[config.mk]
export PLATFORM = sky130hd
export DESIGN_NAME = vscale_dmem_bridge
export DESIGN_NICKNAME = d
export VERILOG_FILES = /design/src/rtl/vscale_dmem_bridge_pkg.sv /design/src/rtl/vscale_dmem_wstrb_gen.sv /design/src/rtl/vscale_dmem_bridge.sv
export SDC_FILE = /design/constraint.sdc
export NUM_CORES = 1
export LEC_CHECK = 0
export ABC_AREA = 1
export BUFFER_PORTS_ARGS = -buffer_cell sky130_fd_sc_hd__clkbuf_2
export CAP_MARGIN = 20
export CORE_ASPECT_RATIO = 1.2
export CORE_UTILIZATION = 41
export CTS_BUF_LIST = sky130_fd_sc_hd__clkbuf_8
export DETAILED_ROUTE_END_ITERATION = 7
export PLACE_DENSITY_LB_ADDON = 0.15
export SLEW_MARGIN = 20
export SYNTH_ARGS = -nofsm -noshare
export SYNTH_HDL_FRONTEND = slang
export SYNTH_HIERARCHICAL = 1
export SYNTH_SLANG_ARGS = --single-unit
[constraint.sdc]
create_clock -name clk -period 1.5 [get_ports clk]
set_input_delay 0.3 -clock clk [delete_from_list [all_inputs] [get_ports clk]]
set_output_delay 0.3 -clock clk [all_outputs]
set_load 0.005 [all_outputs]
[src/rtl/vscale_dmem_bridge_pkg.sv]
`default_nettype none
// +--------------------------------------------------------------------------+
// | vscale_dmem_bridge_pkg                                                   |
// | Shared definitions for the vscale data-memory bridge:                    |
// |   - bridge state encodings (2-bit): IDLE=0, REQ=1, RESP=2, ERR=3         |
// |   - dmem_size encodings used by the core: byte, half, word               |
// | Revision: 1.0 - initial release                                          |
// +--------------------------------------------------------------------------+
package vscale_dmem_bridge_pkg;

   typedef enum logic [1:0] {
      ST_IDLE = 2'd0,
      ST_REQ  = 2'd1,
      ST_RESP = 2'd2,
      ST_ERR  = 2'd3
   } dmem_state_t;

   localparam logic [2:0] c_size_byte = 3'd0;
   localparam logic [2:0] c_size_half = 3'd1;
   localparam logic [2:0] c_size_word = 3'd2;

endpackage
`default_nettype wire

[src/rtl/vscale_dmem_wstrb_gen.sv]
`default_nettype none
// +--------------------------------------------------------------------------+
// | vscale_dmem_wstrb_gen                                                    |
// | Turns an access size and byte offset into a bus byte-lane strobe and     |
// | flags accesses that are not naturally aligned.                           |
// | Ports:                                                                   |
// |   size       in  3  dmem_size encoding (byte/half/word)                  |
// |   addr_lo    in  2  byte offset within the word                          |
// |   wen        in  1  store when 1; loads produce an all-zero strobe       |
// |   wstrb      out 4  byte-lane write strobe                               |
// |   misaligned out 1  half at odd address, or word not on 4-byte boundary  |
// | Revision: 1.0 - initial release                                          |
// +--------------------------------------------------------------------------+
module vscale_dmem_wstrb_gen
   import vscale_dmem_bridge_pkg::*;
(
   input  logic [2:0] size,
   input  logic [1:0] addr_lo,
   input  logic       wen,
   output logic [3:0] wstrb,
   output logic       misaligned
);

   always_comb begin
      wstrb      = 4'h0;
      misaligned = 1'b0;
      case (size)
         c_size_byte: wstrb = 4'b0001 << addr_lo;
         c_size_half: begin
            // A half at offset 3 shifts lane 4 off the end; the bus sees lane 3 only.
            wstrb      = 4'b0011 << addr_lo;
            misaligned = addr_lo[0];
         end
         c_size_word: begin
            wstrb      = 4'hF;
            misaligned = |addr_lo;
         end
         default: ;
      endcase
      if (!wen) begin
         wstrb = 4'h0;
      end
   end

endmodule
`default_nettype wire

[src/rtl/vscale_dmem_bridge.sv]
`default_nettype none
// +--------------------------------------------------------------------------+
// | vscale_dmem_bridge                                                       |
// | Bridges the vscale core's split-phase data port (control in DX, data in  |
// | WB) onto a single-outstanding valid/ready request bus with a response    |
// | handshake. Generates the core's dmem_wait stall and dmem_badmem_e fault. |
// | Ports:                                                                   |
// |   clk, reset_n                  clock, async active-low reset            |
// |   dmem_en/wen/size/addr         core access request (DX)                 |
// |   dmem_wdata_delayed            store data (WB, held while stalled)      |
// |   dmem_rdata, dmem_badmem_e     load data / fault to WB                  |
// |   dmem_wait                     stall to core                            |
// |   bus_req_valid/ready/wen/addr/wdata/wstrb   request channel             |
// |   bus_resp_valid/rdata/err                   response channel            |
// | Build option: VSCALE_DMEM_MISALIGN_CHECK_EN - when defined, misaligned   |
// |   half/word accesses raise a fault instead of reaching the bus.          |
// | Revision: 1.0 - initial release                                          |
// +--------------------------------------------------------------------------+
module vscale_dmem_bridge
   import vscale_dmem_bridge_pkg::*;
#(
   parameter int XPR_LEN = 32
) (
   input  logic               clk,
   input  logic               reset_n,
   input  logic               dmem_en,
   input  logic               dmem_wen,
   input  logic [2:0]         dmem_size,
   input  logic [XPR_LEN-1:0] dmem_addr,
   input  logic [XPR_LEN-1:0] dmem_wdata_delayed,
   output logic [XPR_LEN-1:0] dmem_rdata,
   output logic               dmem_wait,
   output logic               dmem_badmem_e,
   output logic               bus_req_valid,
   input  logic               bus_req_ready,
   output logic               bus_req_wen,
   output logic [XPR_LEN-1:0] bus_req_addr,
   output logic [XPR_LEN-1:0] bus_req_wdata,
   output logic [3:0]         bus_req_wstrb,
   input  logic               bus_resp_valid,
   input  logic [XPR_LEN-1:0] bus_resp_rdata,
   input  logic               bus_resp_err
);

   dmem_state_t          r_state;
   dmem_state_t          w_state_next;
   dmem_state_t          w_launch_state;
   logic                 r_wen;
   logic [XPR_LEN-3:0]   r_word_addr;
   logic [3:0]           r_wstrb;
   logic [3:0]           w_wstrb;
   logic                 w_misaligned;
   logic                 w_accept;
   logic                 w_resp_take;

   // Strobe and alignment are decoded from the DX-stage request and captured
   // at accept, so the registered request carries only what the bus needs.
   vscale_dmem_wstrb_gen u_wstrb_gen (
      .size       (dmem_size),
      .addr_lo    (dmem_addr[1:0]),
      .wen        (dmem_wen),
      .wstrb      (w_wstrb),
      .misaligned (w_misaligned)
   );

   // Responses are only honoured in RESP; anything arriving earlier is dropped.
   assign w_resp_take = (r_state == ST_RESP) && bus_resp_valid;
   assign dmem_wait   = (r_state == ST_REQ) || ((r_state == ST_RESP) && !bus_resp_valid);
   assign w_accept    = dmem_en && !dmem_wait;

`ifdef VSCALE_DMEM_MISALIGN_CHECK_EN
   assign w_launch_state = w_misaligned ? ST_ERR : ST_REQ;
`else
   logic w_unused_misaligned;
   assign w_unused_misaligned = w_misaligned;
   assign w_launch_state      = ST_REQ;
`endif

   always_comb begin
      w_state_next = r_state;
      case (r_state)
         ST_IDLE: begin
            if (w_accept) w_state_next = w_launch_state;
         end
         ST_REQ: begin
            if (bus_req_ready) w_state_next = ST_RESP;
         end
         ST_RESP: begin
            // Completing response and next accept in one cycle: no idle bubble.
            if (bus_resp_valid) w_state_next = w_accept ? w_launch_state : ST_IDLE;
         end
`ifdef VSCALE_DMEM_MISALIGN_CHECK_EN
         ST_ERR: begin
            w_state_next = w_accept ? w_launch_state : ST_IDLE;
         end
`endif
         default: w_state_next = ST_IDLE;
      endcase
   end

   always_ff @(posedge clk or negedge reset_n) begin
      if (!reset_n) begin
         r_state     <= ST_IDLE;
         r_wen       <= 1'b0;
         r_word_addr <= '0;
         r_wstrb     <= 4'h0;
      end else begin
         r_state <= w_state_next;
         if (w_accept) begin
            r_wen       <= dmem_wen;
            r_word_addr <= dmem_addr[XPR_LEN-1:2];
            r_wstrb     <= w_wstrb;
         end
      end
   end

   // Request fields come straight from registers (and the core's held store
   // data), so they stay stable for as long as valid waits on ready.
   assign bus_req_valid = (r_state == ST_REQ);
   assign bus_req_wen   = bus_req_valid && r_wen;
   assign bus_req_addr  = bus_req_valid ? {r_word_addr, 2'b00} : '0;
   assign bus_req_wdata = bus_req_valid ? dmem_wdata_delayed : '0;
   assign bus_req_wstrb = bus_req_valid ? r_wstrb : 4'h0;

   assign dmem_rdata    = w_resp_take ? bus_resp_rdata : '0;
`ifdef VSCALE_DMEM_MISALIGN_CHECK_EN
   assign dmem_badmem_e = (w_resp_take && bus_resp_err) || (r_state == ST_ERR);
`else
   assign dmem_badmem_e = w_resp_take && bus_resp_err;
`endif

endmodule
`default_nettype wire

==> impl_metrics.py, run 1 <==
metrics = {
    "outcome": {
        "outcome": "finished with violations",
        "failed_checks": "setup timing",
    },
    "timing": {
        "hold_viol": 0,
        "period_share_pct": 109,
        "post-route-min-period_ns": 1.63,
        "fmax_mhz": 613,
        "slew_viol_final": 0,
        "clock_skew_ns": 0.00463,
        "setup_viol": 110,
        "tns_ns": -9.40,
        "finalWorstSetupSlack_ns": -0.133,
        "rsz0062_at_grt": "true",
    },
    "drt": {
        "wire_per_inst_um": 13.3,
        "drt-pass1-iter-count": 4,
        "vias": 3283,
        "routed_wl_um": 9420,
        "drtIter0Drc": 126,
        "drtAntennaViolNets": 0,
        "drc": 0,
        "vias_per_cell": 4.64,
    },
    "power": {
        "ir_drop_mv": 1.15,
        "p_switching_mw": 2.56,
        "power_frac_comb_pct": 61.8,
        "internal_power_mw": 3.59,
        "p_leak_nw": 2.78,
        "powerDensity_mw_per_mm2": 1420,
        "p_seq_share_pct": 27.2,
        "clkPwrFrac_pct": 11.1,
        "swShare_pct": 41.7,
    },
    "clock_tree": {
        "clk_pin_slew_ns": 0.07,
        "cts-root-buf": "clkbuf_8",
        "cts_tree": "yes",
        "numCtsBuffers": 5,
        "clk-insertion-delay-late_ns": 0.28,
        "h-tree-depth": 2,
        "cts_sinks": 37,
        "cts_buffer_depth": 2,
    },
    "placement": {
        "place.gp.congestion": 0.852,
        "io_buffers": 207,
        "dpl.hpwl_um": 6220,
    },
    "worst_setup_path": {
        "r2r_cells": 7,
        "r2r_setup_slack_ns": -0.01,
        "slowest_delay_ns": 0.39,
        "path_max_fanout": 6,
        "crit_cells": 5,
        "cp_cell_sequence": "inv_2 -> nand2_8 -> clkbuf_16 -> nor2_2 -> buf_2",
        "cp.required_ns": 1.20,
        "endpoint_kind": "output pin",
        "crit_buf_inv": 3,
        "r2r-end": "r_word_addr[24]",
        "start_kind": "register",
        "path_delay_family": "buffers and inverters",
        "slowest_stage": "dfrtp_1",
        "r2r_start": "r_state[0]",
        "criticalPathCategory": "reg -> out",
        "crit_arrival_ns": 1.33,
    },
    "job": {
        "drv_cap": 0,
    },
    "final_layout": {
        "layout-drive-gt1-share_pct": 51.6,
        "final_cell_mix": "clkbuf_2, inv_1, nand2_1",
        "final_common_cell": "clkbuf_2",
        "nNetsFinal": 732,
        "final_core_util_pct": 70.9,
        "n_antenna_cell": 0,
        "syn_to_final_growth_pct": 64.8,
        "nFillCells": 543,
    },
    "hold_path": {
        "hold_start": "bus_req_ready",
        "whs_endpoint": "r_state[0]",
        "hold_path_class": "in -> reg",
        "hold_depth": 2,
    },
    "global_routing": {
        "antenna_found_initial": 1,
        "grt_pass1_vias": 2720,
        "grt_max_degree": 36,
        "grt.overflow.total": 0,
        "grt_pass1_wl_um": 12400,
        "grt_use_total_pct": 25.2,
    },
    "synthesis": {
        "syn_area_mm2": 0.00262,
        "yosys_warnings": 6,
        "netlist_instances": 402,
        "avgSynthCellArea_um2": 6.52,
    },
    "floorplan": {
        "initial_utilization_pct": 43.0,
        "fp.dieW_um": 75.0,
        "coreArea_mm2": 0.00609,
        "die_y_um": 89.6,
        "ios": 210,
        "die_area_mm2": 0.00672,
        "rows": 31,
    },
}
## registers in the layout, indices dropped and copies added, names as in the netlist
signal,flops
r_state,2
r_word_addr,30
r_wen,1
r_wstrb,4
## worst max-delay path by stage
stage                    start                 to  slack, ns
floorplan           r_state[1]  bus_req_wdata[26]       0.23
global placement    r_state[1]   bus_req_addr[21]       0.20
detailed placement  r_state[0]      dmem_rdata[9]       0.16
CTS                 r_state[0]   bus_req_addr[27]      -0.11
global route        r_state[1]  bus_req_wdata[25]      -0.18
finish              r_state[1]  bus_req_wdata[25]      -0.13
## repair_timing
action | in CTS | in global routing
buffers inserted | 9 | 7
hold buffers | 1 | 0
pin swaps | 1 | 4
setup endpoints to repair | 102 | 137
gates resized for setup | 32 | 123
cloned | 4 | 6
endpoints found under the hold margin | 16 | 0
## layer usage
metal  part of all wire (%)  wire length (µm)  vias to the layer above  GRT usage (%)
met1                     36              3410                     1476           28.4
met5                      0                 0                        -              0
li1                       -                 -                     1613              -
met4                    1.6               152                        0           8.40
met3                    9.6               908                       17           6.25
met2                     53              4950                      177           46.1
## layout make-up
class	instances	area (µm²)	share of cell area, %
clock buffer	6	82.6	1.91
clock inverter	1	3.75	0.0869
sequential	37	926	21.4
tap	82	103	2.38
timing repair buffer	241	1500	34.7
inverter	109	409	9.48
multi-input combinational	232	1300	30.0
## stage by stage
stage	hold slack [ns]	cell area (µm²)	cells	power [mW]	setup WS, ns
global route	0.242	4320	708	6.62	-0.184
detailed placement	0.275	3620	674	4.16	0.164
global placement	0.279	3620	674	4.10	0.203
finish	0.230	4320	708	6.15	-0.133
CTS	0.217	3990	695	5.49	-0.111
floorplan	0.00441	2620	403	3.26	0.229
## power by group through the flow
stage	clock network [mW]	logic, mW	registers (mW)
finish	0.681	3.80	1.67
global route	0.739	4.16	1.72
CTS	0.701	3.13	1.65
detailed placement	0	2.48	1.67
global placement	0	2.44	1.66
floorplan	0	1.64	1.62
No activity file was read; power rests on OpenSTA's default activity.
==> run 2, diff against run 1 <==
--- a/config.mk
+++ b/config.mk
@@ -5,14 +5,15 @@
 export SDC_FILE = /design/constraint.sdc
 export NUM_CORES = 1
 export LEC_CHECK = 0
-export ABC_AREA = 1
+export ABC_AREA = 0
 export BUFFER_PORTS_ARGS = -buffer_cell sky130_fd_sc_hd__clkbuf_2
 export CAP_MARGIN = 20
 export CORE_ASPECT_RATIO = 1.2
-export CORE_UTILIZATION = 41
+export CORE_UTILIZATION = 45
 export CTS_BUF_LIST = sky130_fd_sc_hd__clkbuf_8
 export DETAILED_ROUTE_END_ITERATION = 7
 export PLACE_DENSITY_LB_ADDON = 0.15
+export SETUP_SLACK_MARGIN = 0.2
 export SLEW_MARGIN = 20
 export SYNTH_ARGS = -nofsm -noshare
 export SYNTH_HDL_FRONTEND = slang
==> run 2 against run 1 <==
Net effect: the run still ends with setup timing left; clock skew grew 0.00065 ns; sequential cell count did not move; synthesized cell count grew 3.2%; global-route usage rose by 6.2 points; register-to-register slack worse by 0.18 ns; core utilization is 8.5 points higher.
==> impl_metrics.py, run 2 <==
metrics = {
    "synthesis": {
        "netlist_instances": 415,
        "avgSynthCellArea_um2": 8.20,
        "yosys_warnings": 6,
        "syn_area_mm2": 0.00340,
    },
    "clock_tree": {
        "numCtsBuffers": 5,
        "clk-insertion-delay-late_ns": 0.30,
        "cts-root-buf": "clkbuf_8",
        "clk_pin_slew_ns": 0.08,
        "cts_buffer_depth": 2,
        "cts_tree": "yes",
        "cts_sinks": 37,
        "h-tree-depth": 2,
    },
    "placement": {
        "pre_cts_slack_ns": -0.0890,
        "placed_area_mm2": 0.00480,
        "io_buffers": 207,
        "dpl.hpwl_um": 7580,
        "place.gp.congestion": 0.725,
    },
    "timing": {
        "worst_slew_pin_slew_ns": 0.587,
        "clock_skew_ns": 0.00529,
        "worst_hold_slack_ns": 0.291,
        "slew_headroom_pct": 60.6,
        "fmax_mhz": 546,
        "finalWorstSetupSlack_ns": -0.330,
        "hold_viol": 0,
        "period_share_pct": 122,
        "setup_viol": 137,
        "post-route-min-period_ns": 1.83,
        "rsz0062_at_grt": "true",
        "slew_viol_final": 0,
    },
    "power": {
        "ir_drop_mv": 1.25,
        "p_leak_nw": 2.62,
        "powerDensity_mw_per_mm2": 1830,
    },
    "final_layout": {
        "largest_register": "r_word_addr",
        "syn_to_final_growth_pct": 69.7,
        "final_core_util_pct": 79.4,
        "final_cell_mix": "clkbuf_2, and2_1, nor2_1, dfrtp_1, a211oi_2",
        "final_common_cell": "clkbuf_2",
        "reg_top3": "r_word_addr: 30 flops, r_wstrb: 4 flops, r_state: 2 flops",
        "layout-drive-gt1-share_pct": 64.6,
        "n_antenna_cell": 0,
        "nNetsFinal": 732,
        "final_area_mm2": 0.00577,
        "largest_register_ff_count": 30,
    },
    "global_routing": {
        "grt_pass1_vias": 3812,
        "grt_max_degree": 40,
        "grt_use_total_pct": 31.4,
        "grt.overflow.total": 0,
        "antenna_found_initial": 0,
        "grt_pass1_wl_um": 19300,
    },
    "floorplan": {
        "die_y_um": 97.2,
        "rows": 34,
        "ios": 210,
        "initial_utilization_pct": 46.8,
        "die_area_mm2": 0.00791,
        "coreArea_mm2": 0.00727,
        "fp.dieW_um": 81.4,
    },
    "worst_setup_path": {
        "endpoint_kind": "output pin",
        "slowest_delay_ns": 0.47,
        "start_kind": "register",
        "path_max_fanout": 27,
        "crit_arrival_ns": 1.53,
        "criticalPathCategory": "reg -> out",
        "cp_cell_sequence": "and2b_4 -> buf_12 -> and2_1 -> clkbuf_2",
        "slowest_stage": "dfrtp_4",
        "cp.required_ns": 1.20,
    },
    "hold_path": {
        "hold_path_class": "in -> reg",
    },
    "job": {
        "drv_cap": 0,
    },
    "outcome": {
        "outcome": "finished with violations",
        "failed_checks": "setup timing",
    },
    "drt": {
        "vias": 3993,
        "routed_wl_um": 12500,
        "wire_per_inst_um": 17.5,
        "drtAntennaViolNets": 0,
        "drtIter0Drc": 223,
        "drc": 0,
        "vias_per_cell": 5.57,
        "drt-pass1-iter-count": 4,
    },
}
## run 2: final cells by class
cell class	instances	area, µm²
clock buffers	5	68.8
fillers	494	1500
multi-input cells	337	2900
inverters	1	3.75
repair buffers	244	1740
well taps	90	113
flip-flops and latches	37	931
clock inverters	3	17.5
## run 2: per-layer routing
metal	part of all wire, %	global-route usage [%]	up-vias
met5	0	0	-
met4	1.5	9.62	0
met3	6.7	4.13	15
met2	54	56.0	155
met1	38	37.8	1946
li1	-	-	1877
## run 2: timing repair
| item | 4_1_cts | 5_1_grt |
|---|---|---|
| resized for setup | 85 | 40 |
| setup buffers | 12 | 0 |
| endpoints found under the hold margin | 8 | 0 |
| gates cloned | 9 | 0 |
| hold buffers | 1 | 0 |
| setup endpoints to repair | 138 | 138 |
| pin swaps | 85 | 2 |
## run 2: where the power goes
part	internal (mW)	leakage (nW)	switching, mW
clock	0.322	0.0439	0.407
combinational	4.11	2.15	3.46
sequential	1.53	0.426	0.710
## run 2: stage by stage
| stage | setup TNS, ns | power [mW] | std cells |
|---|---|---|---|
| after floorplan | 0 | 5.94 | 416 |
| after global placement | -0.864 | 7.56 | 687 |
| after detailed placement | -2.63 | 7.78 | 687 |
| after CTS | -32.21 | 10.1 | 717 |
| after global routing | -38.51 | 11.3 | 717 |
| final | -32.81 | 10.5 | 717 |
## run 2: worst paths after layout
| check | from | to | slack (ns) | cells after the start |
|---|---|---|---|---|
| max | r_state[1] | bus_req_wdata[19] | -0.33 | 4 |
| max reg2reg | r_state[0] | r_word_addr[7] | -0.19 | 8 |
| min | bus_req_ready | r_state[1] | 0.29 | 2 |
| min in group asynchronous | reset_n | r_word_addr[5] | 0.41 | 2 |
| max in group asynchronous | reset_n | r_state[1] | 0.62 | 3 |
| min reg2reg | r_word_addr[21] | r_word_addr[21] | 0.63 | 2 |
## run 2: critical path, delay by kind of cell (launching register included)
family | cells | cell delay [ns]
and+or+nand+nor | 2 | 0.47
buffers and inverters | 2 | 0.29
DFF | 1 | 0.47
